<file path="src/rtl/lut_sweep_eval_if.sv">
// Handshake/data bundle for lut_sweep_eval: live/sweep controls in, result and status out.
interface lut_sweep_eval_if #(
  parameter int N = 3
) ();
  logic [N-1:0]      x;
  logic              mode;
  logic              start;
  logic              load_en;
  logic              load_bit;
  logic              z;
  logic [N-1:0]      vec;
  logic              busy;
  logic              done;
  logic [(1<<N)-1:0] sig;

  modport slave (
    input  x, mode, start, load_en, load_bit,
    output z, vec, busy, done, sig
  );

  modport master (
    output x, mode, start, load_en, load_bit,
    input  z, vec, busy, done, sig
  );
endinterface

</file>
<file path="src/rtl/lut_sweep_eval.sv">
// Run-time loadable N-input truth table with a registered output and a
// self-sweeping engine that records every table entry into a signature.
module lut_sweep_eval #(
  parameter int N           = 3,
  parameter int STEP_CYCLES = 10
) (
  input  logic            clk,
  input  logic            rst,
  lut_sweep_eval_if.slave io
);
  localparam int D  = 1 << N;
  localparam int CW = (STEP_CYCLES > 1) ? $clog2(STEP_CYCLES) : 1;

  typedef enum logic [1:0] {IDLE, RUN, DONE} state_t;

  state_t         state_q, state_d;
  logic [D-1:0]   tt_q, tt_d;
  logic [D-1:0]   sig_q, sig_d;
  logic [N-1:0]   vec_q, vec_d;
  logic [CW-1:0]  cnt_q, cnt_d;
  logic           z_q, z_d;
  logic           step_end, last_vec;

  assign step_end = (cnt_q == CW'(STEP_CYCLES - 1));
  assign last_vec = (vec_q == {N{1'b1}});

  always_ff @(posedge clk or posedge rst) begin
    if (rst) begin
      state_q <= IDLE;
      tt_q    <= '0;
      sig_q   <= '0;
      vec_q   <= '0;
      cnt_q   <= '0;
      z_q     <= 1'b0;
    end else begin
      state_q <= state_d;
      tt_q    <= tt_d;
      sig_q   <= sig_d;
      vec_q   <= vec_d;
      cnt_q   <= cnt_d;
      z_q     <= z_d;
    end
  end

  always_comb begin
    state_d = state_q;
    tt_d    = tt_q;
    sig_d   = sig_q;
    vec_d   = vec_q;
    cnt_d   = cnt_q;
    z_d     = z_q;
    case (state_q)
      IDLE: begin
        z_d   = tt_q[io.x];
        vec_d = '0;
        if (io.load_en) tt_d = {tt_q[D-2:0], io.load_bit};
        if (io.start && io.mode) begin
          state_d = RUN;
          cnt_d   = '0;
        end
      end
      RUN: begin
        z_d = tt_q[vec_q];
        if (step_end) begin
          // z_q already reflects tt[vec_q]: vec has been stable for >=1 cycle
          cnt_d        = '0;
          sig_d[vec_q] = z_q;
          if (last_vec) state_d = DONE;
          else          vec_d   = vec_q + N'(1);
        end else begin
          cnt_d = cnt_q + CW'(1);
        end
      end
      DONE: begin
        z_d     = tt_q[vec_q];
        vec_d   = '0;
        state_d = IDLE;
      end
      default: state_d = IDLE;
    endcase
  end

  always_comb begin
    io.busy = (state_q == RUN);
    io.done = (state_q == DONE);
    io.z    = z_q;
    io.vec  = vec_q;
    io.sig  = sig_q;
  end
endmodule

</file>
<file path="src/flat_wrapper.sv">
// flat-port wrapper written by rule: the top's interface ports become plain ports
module lut_sweep_eval_flat 
#(
  parameter int N           = 3,
  parameter int STEP_CYCLES = 10
)
  (clk, rst, io_x, io_mode, io_start, io_load_en, io_load_bit, io_z, io_vec, io_busy, io_done, io_sig);
  lut_sweep_eval_if #(.N(N)) io_i ();
  input  logic clk;
  input  logic rst;
  input wire logic [$bits(io_i.x)-1:0] io_x;
  input wire logic [$bits(io_i.mode)-1:0] io_mode;
  input wire logic [$bits(io_i.start)-1:0] io_start;
  input wire logic [$bits(io_i.load_en)-1:0] io_load_en;
  input wire logic [$bits(io_i.load_bit)-1:0] io_load_bit;
  output wire logic [$bits(io_i.z)-1:0] io_z;
  output wire logic [$bits(io_i.vec)-1:0] io_vec;
  output wire logic [$bits(io_i.busy)-1:0] io_busy;
  output wire logic [$bits(io_i.done)-1:0] io_done;
  output wire logic [$bits(io_i.sig)-1:0] io_sig;
  assign io_i.x = io_x;
  assign io_i.mode = io_mode;
  assign io_i.start = io_start;
  assign io_i.load_en = io_load_en;
  assign io_i.load_bit = io_load_bit;
  assign io_z = io_i.z;
  assign io_vec = io_i.vec;
  assign io_busy = io_i.busy;
  assign io_done = io_i.done;
  assign io_sig = io_i.sig;
  lut_sweep_eval #(.N(N), .STEP_CYCLES(STEP_CYCLES)) u_core (.clk(clk), .rst(rst), .io(io_i));
endmodule
</file>
<file path="config.mk">
export PLATFORM = sky130hd
export DESIGN_NAME = lut_sweep_eval_flat
export DESIGN_NICKNAME = d
export VERILOG_FILES = /design/src/rtl/lut_sweep_eval_if.sv /design/src/rtl/lut_sweep_eval.sv /design/src/flat_wrapper.sv
export SDC_FILE = /design/constraint.sdc
export NUM_CORES = 1
export LEC_CHECK = 0
export CAP_MARGIN = 10
export CELL_PAD_IN_SITES_DETAIL_PLACEMENT = 1
export CELL_PAD_IN_SITES_GLOBAL_PLACEMENT = 1
export CORE_MARGIN = 5
export CORE_UTILIZATION = 37
export DETAILED_ROUTE_END_ITERATION = 10
export GPL_ROUTABILITY_DRIVEN = 1
export PLACE_DENSITY = 0.73
export SYNTH_ARGS = -nofsm -noshare
export SYNTH_HDL_FRONTEND = slang
export SYNTH_SLANG_ARGS = --single-unit
</file>
<file path="constraint.sdc">
create_clock -name clk -period 1.61 [get_ports clk]
set_input_delay 0.161 -clock clk [delete_from_list [all_inputs] [get_ports clk]]
set_output_delay 0.161 -clock clk [all_outputs]
set_load 0.02 [all_outputs]
</file>
==> results.yml, run 1 <==
logic_synthesis:
  postSynthNetCount: 131
  synth-edff-count: 0
  synth_top_family_by_area: "multiplexers"
  yosys-top-cells-area: "dfrtp_1 (47%), mux2_2 (16%), ha_1 (9.1%)"
  yosys-top-cells-count: "dfrtp_1 (26), mux2_2 (20), ha_1 (10)"
  muxShareOfSynthArea: 0.216
  synthAdderAreaFrac: 0.0912
  ys_warn_count: 0
  avgSynthCellArea_um2: 12.3
  yosysMostFrequentCell: "dfrtp_1"
  synth-xor-area-share: 0
  synthCells: 112
  synthFlopType: "dfrtp_1"
  ys_types: 28
  synthesis.area_mm2: 0.00137
  synthSimpleGateAreaFrac: 0.108
  synth_top_area_frac: 0.474
  seq_area_frac_synth: 0.474
  yosys.area.top_type: "dfrtp_1"
  ys_async_sr_fraction: 1.00
  synth_compound_area_frac: 0.0884
  synth_seq_cells: 26
cts:
  path_clk_slew_ns: 0.09
  clock_latency_ns: 0.27
  tritoncts: "built"
  cts.hold.buffers_added: 0
  numCtsBuffers: 3
  htree_levels: 1
  cts_root_buf: "clkbuf_8"
  cts_buffer_depth: 2
  clock-sinks: 26
power:
  power.leakage_nw: 0.927
  finalPower_mw: 2.77
  pwr_density_cell_mw_per_mm2: 1380
  irDropWorstVdd_v: 0.000761
floorplan:
  core_mm2: 0.00363
  io_pins: 23
  die_w_um: 70.9
  die_height_um: 70.9
  die-area_mm2: 0.00503
  start_util: 0.378
  core.rowCount: 22
sta:
  min_period_ns: 1.59
  setup_violations: 0
  tightest_slew_ns: 0.329
  worst_slack_ns: 0.0166
  slew_headroom: 0.780
  fmax_mhz: 628
  maxSlewViolCount: 0
  post-route-period-util: 0.990
  rsz0062_at_grt: "yes"
  hold_violations: 0
  clock_skew_ns: 0.00307
  whs_ns: 0.241
finish:
  drive_above_1_share: 0.459
  area_growth_pct: 46.1
  instances_no_fill: 207
  n_fill_cell: 398
  antenna_cells: 0
  fin_nets: 179
  post-route-util: 0.552
route:
  firstDrtPassIters: 4
  vias: 1065
  drt_iter0_markers: 42
  viasPerCell: 5.14
  ant_nets: 0
  wl_per_cell_um: 17.5
  totalWireLength_um: 3630
  drc_errors: 0
worst_setup_path:
  cp_max_fo: 4
  crit_required_ns: 1.77
  crit_path_start_kind: "flop"
  critPathCaptureType: "flop"
  arrival_ns: 1.76
  worstSetupPathType: "reg -> reg"
  reg2reg_slack_ns: 0.02
placed_design:
  dp.cells: 198
  io_buffers: 22
  hpwl_um: 2660
  pre_cts_ws_ns: -0.397
  routabilityCongestion: 0.808
global_routing:
  grt_pass1_wl_um: 5890
  grt-ovfl-total: 0
  grt_max_degree: 27
  grt.total_usage: 0.153
  grt_pass1_vias: 1223
  antenna_found_initial: 0
flow_run:
  drv_cap: 0
run_status:
  outcome: "finished, final reports clean"
worst_hold_path:
  min_path_type: "in -> async"
-- sequential cells by signal (all words and copies together), names as in the netlist --
signal	cells
u_core.cnt_q	4
u_core.io.sig	8
u_core.io.vec	3
u_core.io.z	1
u_core.state_q	2
u_core.tt_q	8
-- where the power goes --
group          internal, mW  switching (mW)
clock                 0.333           0.214
sequential            0.826           0.142
combinational         0.703           0.554
-- final cells by class --
class	count	area, um^2	share of cell area
clock buffers	3	41.3	0.0206
clock inverters	1	30.0	0.0150
inverters	6	22.5	0.0112
multi-input cells	78	813	0.405
flip-flops and latches	26	652	0.325
well taps	48	60.1	0.0299
repair buffers	45	387	0.193
-- metal layers --
metal | global-route usage | wire length, um
met1 | 0.147 | 1370
met2 | 0.310 | 2100
met3 | 0.0270 | 96
met4 | 0.0647 | 70
met5 | 0 | 0
-- worst max-delay path: stages (launching register included) --
cell and delay, ns:
dfrtp_1 0.40, inv_2 0.06, ha_2 0.17, nand4b_1 0.14, buf_6 0.16, nor2_4 0.15, nand3b_1 0.11, mux2_2 0.29
-- layout by cell type (no fill, tap or decap), drive strengths merged, types with 3 or more instances in the layout --
| cell | instances |
|---|---|
| inv | 6 |
| dfrtp | 26 |
| a21oi | 3 |
| clkbuf | 5 |
| nand2 | 6 |
| mux4 | 3 |
| mux2 | 20 |
| clkdlybuf4s50 | 17 |
| ha | 10 |
| buf | 23 |
| nor2 | 6 |
| nand3b | 4 |
| o21ai | 5 |
-- repair_timing --
| item | in CTS | in global routing |
|---|---|---|
| resized for setup | 15 | 29 |
| setup endpoints to repair | 26 | 27 |
| pin swaps | 1 | 4 |
| gates cloned | 0 | 0 |
| setup buffers | 1 | 4 |
-- worst paths after layout --
kind,startpoint,to,cells after the start
worst max-delay path,u_core.cnt_q[1],u_core.io.sig[5],7
min in group clk,io_load_bit,u_core.tt_q[0],2
worst min-delay path,rst,u_core.io.sig[4],3
worst max register to register,u_core.cnt_q[1],u_core.io.sig[5],7
worst min register to register,u_core.io.sig[1],u_core.io.sig[1],1
max in group asynchronous,rst,u_core.state_q[0],3
-- per-stage QoR --
stage | setup TNS [ns] | instance area (um^2)
finish | 0 | 2010
global route | -0.240 | 2010
CTS | -0.116 | 1890
detailed placement | -1.34 | 1780
global placement | -0.277 | 1780
floorplan | 0 | 1370
-- cell families (layout without fill, tap and decap cells) --
family	after synthesis	count (layout)
and+or+nand+nor	27	27
buffers and inverters	8	55
adders and majority gates	10	10
DFF	26	26
muxes	23	23
AOI/OAI and AO/OA	18	18
(Power assumes the default switching activity.)
==> run 2, diff against run 1 <==
--- a/config.mk
+++ b/config.mk
@@ -13,6 +13,7 @@
 export DETAILED_ROUTE_END_ITERATION = 10
 export GPL_ROUTABILITY_DRIVEN = 1
 export PLACE_DENSITY = 0.73
+export SLEW_MARGIN = 20
 export SYNTH_ARGS = -nofsm -noshare
 export SYNTH_HDL_FRONTEND = slang
 export SYNTH_SLANG_ARGS = --single-unit
==> results of run 2 <==
Same layout as run 1: the final DEF is identical, and so are final timing and power.
==> run 3, diff against run 2 <==
--- a/config.mk
+++ b/config.mk
@@ -13,6 +13,8 @@
 export DETAILED_ROUTE_END_ITERATION = 10
 export GPL_ROUTABILITY_DRIVEN = 1
 export PLACE_DENSITY = 0.73
+export REMOVE_ABC_BUFFERS = 1
+export SKIP_LAST_GASP = 1
 export SLEW_MARGIN = 20
 export SYNTH_ARGS = -nofsm -noshare
 export SYNTH_HDL_FRONTEND = slang
==> results.yml, run 3 (synthesized netlist as in run 1, its figures left out) <==
finish:
  post-route-util: 0.544
  postLayoutCellArea_mm2: 0.00198
  regArea_um2: 652
  fin_nets: 181
  drive_above_1_share: 0.422
  area_growth_pct: 43.9
  final_cell_mix: "buf_4 (25), dfrtp_1 (25), mux2_2 (19), clkdlybuf4s50_1 (17), ha_1 (8)"
  multi_input_area_um2: 768
  instances_no_fill: 209
  n_fill_cell: 396
  antenna_cells: 0
global_routing:
  grt.total_usage: 0.147
  grt_pass1_wl_um: 5920
  grt-ovfl-total: 0
  grt_max_degree: 27
  grt_pass1_vias: 1230
  antenna_found_initial: 0
sta:
  post-route-period-util: 1.02
  setup_violations: 2
  worst_slack_ns: -0.0402
  tightest_slew_ns: 0.337
  fmax_mhz: 606
  rsz0062_at_grt: "yes"
  slew_headroom: 0.775
  tns_ns: -0.0599
  clock_skew_ns: 0.00318
  hold_violations: 0
  whs_ns: 0.251
  min_period_ns: 1.65
  maxSlewViolCount: 0
run_status:
  outcome: "finished, violations left"
  violations: "setup timing"
route:
  vias: 1062
  viasPerCell: 5.08
  totalWireLength_um: 3660
  drc_errors: 0
  firstDrtPassIters: 2
  ant_nets: 0
  drt_iter0_markers: 28
  wl_per_cell_um: 17.5
floorplan:
  start_util: 0.378
  core.rowCount: 22
  die_height_um: 70.9
  die_w_um: 70.9
  io_pins: 23
  core_mm2: 0.00363
  die-area_mm2: 0.00503
cts:
  htree_levels: 1
  cts.hold.buffers_added: 0
  cts_root_buf: "clkbuf_8"
  path_clk_slew_ns: 0.10
  cts_buffer_depth: 2
  clock_latency_ns: 0.27
  clock-sinks: 26
  tritoncts: "built"
  numCtsBuffers: 3
worst_setup_path:
  cp_max_fo: 3
  arrival_ns: 1.81
  critPathCaptureType: "flop"
  crit_required_ns: 1.77
  worstSetupPathType: "reg -> reg"
  crit_path_start_kind: "flop"
placed_design:
  hpwl_um: 2490
  dp.cells: 201
  pre_cts_ws_ns: -0.349
  io_buffers: 22
  routabilityCongestion: 0.824
  place_area_mm2: 0.00180
power:
  finalPower_mw: 2.80
  irDropWorstVdd_v: 0.000618
  pwr_density_cell_mw_per_mm2: 1420
  power.leakage_nw: 0.952
worst_hold_path:
  min_path_type: "in -> async"
flow_run:
  drv_cap: 0
[run 3: repair_timing]
action,in CTS,in global routing
resized for setup,20,12
endpoints found under the setup margin,21,21
setup buffers,2,2
pin swaps,2,3
[run 3: routing by layer]
metal	track usage	share of wire
met5	0	0
met4	0.0376	0.010
met2	0.283	0.56
met3	0.0270	0.027
met1	0.165	0.40
[run 3: final timing paths]
path	from	end	slack (ns)	depth (start not counted)
min in group clk	io_load_bit	u_core.tt_q[0]	0.50	2
max reg2reg	u_core.state_q[1]	u_core.io.vec[0]	-0.04	6
max	u_core.state_q[1]	u_core.io.vec[0]	-0.04	6
min reg2reg	u_core.io.sig[1]	u_core.io.sig[1]	0.52	1
min	rst	u_core.cnt_q[3]	0.25	3
max in group asynchronous	rst	u_core.state_q[0]	1.08	3
[run 3: final cells by class]
cell class | instances | share of cell area
multi-input cells | 78 | 0.389
flip-flops and latches | 26 | 0.330
repair buffers | 47 | 0.203
well taps | 48 | 0.0304
clock buffers | 3 | 0.0209
clock inverters | 1 | 0.0152
inverters | 6 | 0.0114
[run 3: worst max-delay path, stage by stage, from the launching register on]
cell	delay (ns)
dfrtp_1	0.40
inv_2	0.10
ha_4	0.14
nand4b_1	0.21
buf_4	0.22
o22a_1	0.20
mux2_4	0.27
[run 3: report_power, final]
part           leakage [nW]  switching (mW)  total, mW  internal [mW]
clock                0.0357           0.218      0.550          0.332
sequential            0.339           0.152      0.977          0.826
combinational         0.578           0.565       1.28          0.712
total                 0.952           0.934       2.80           1.87
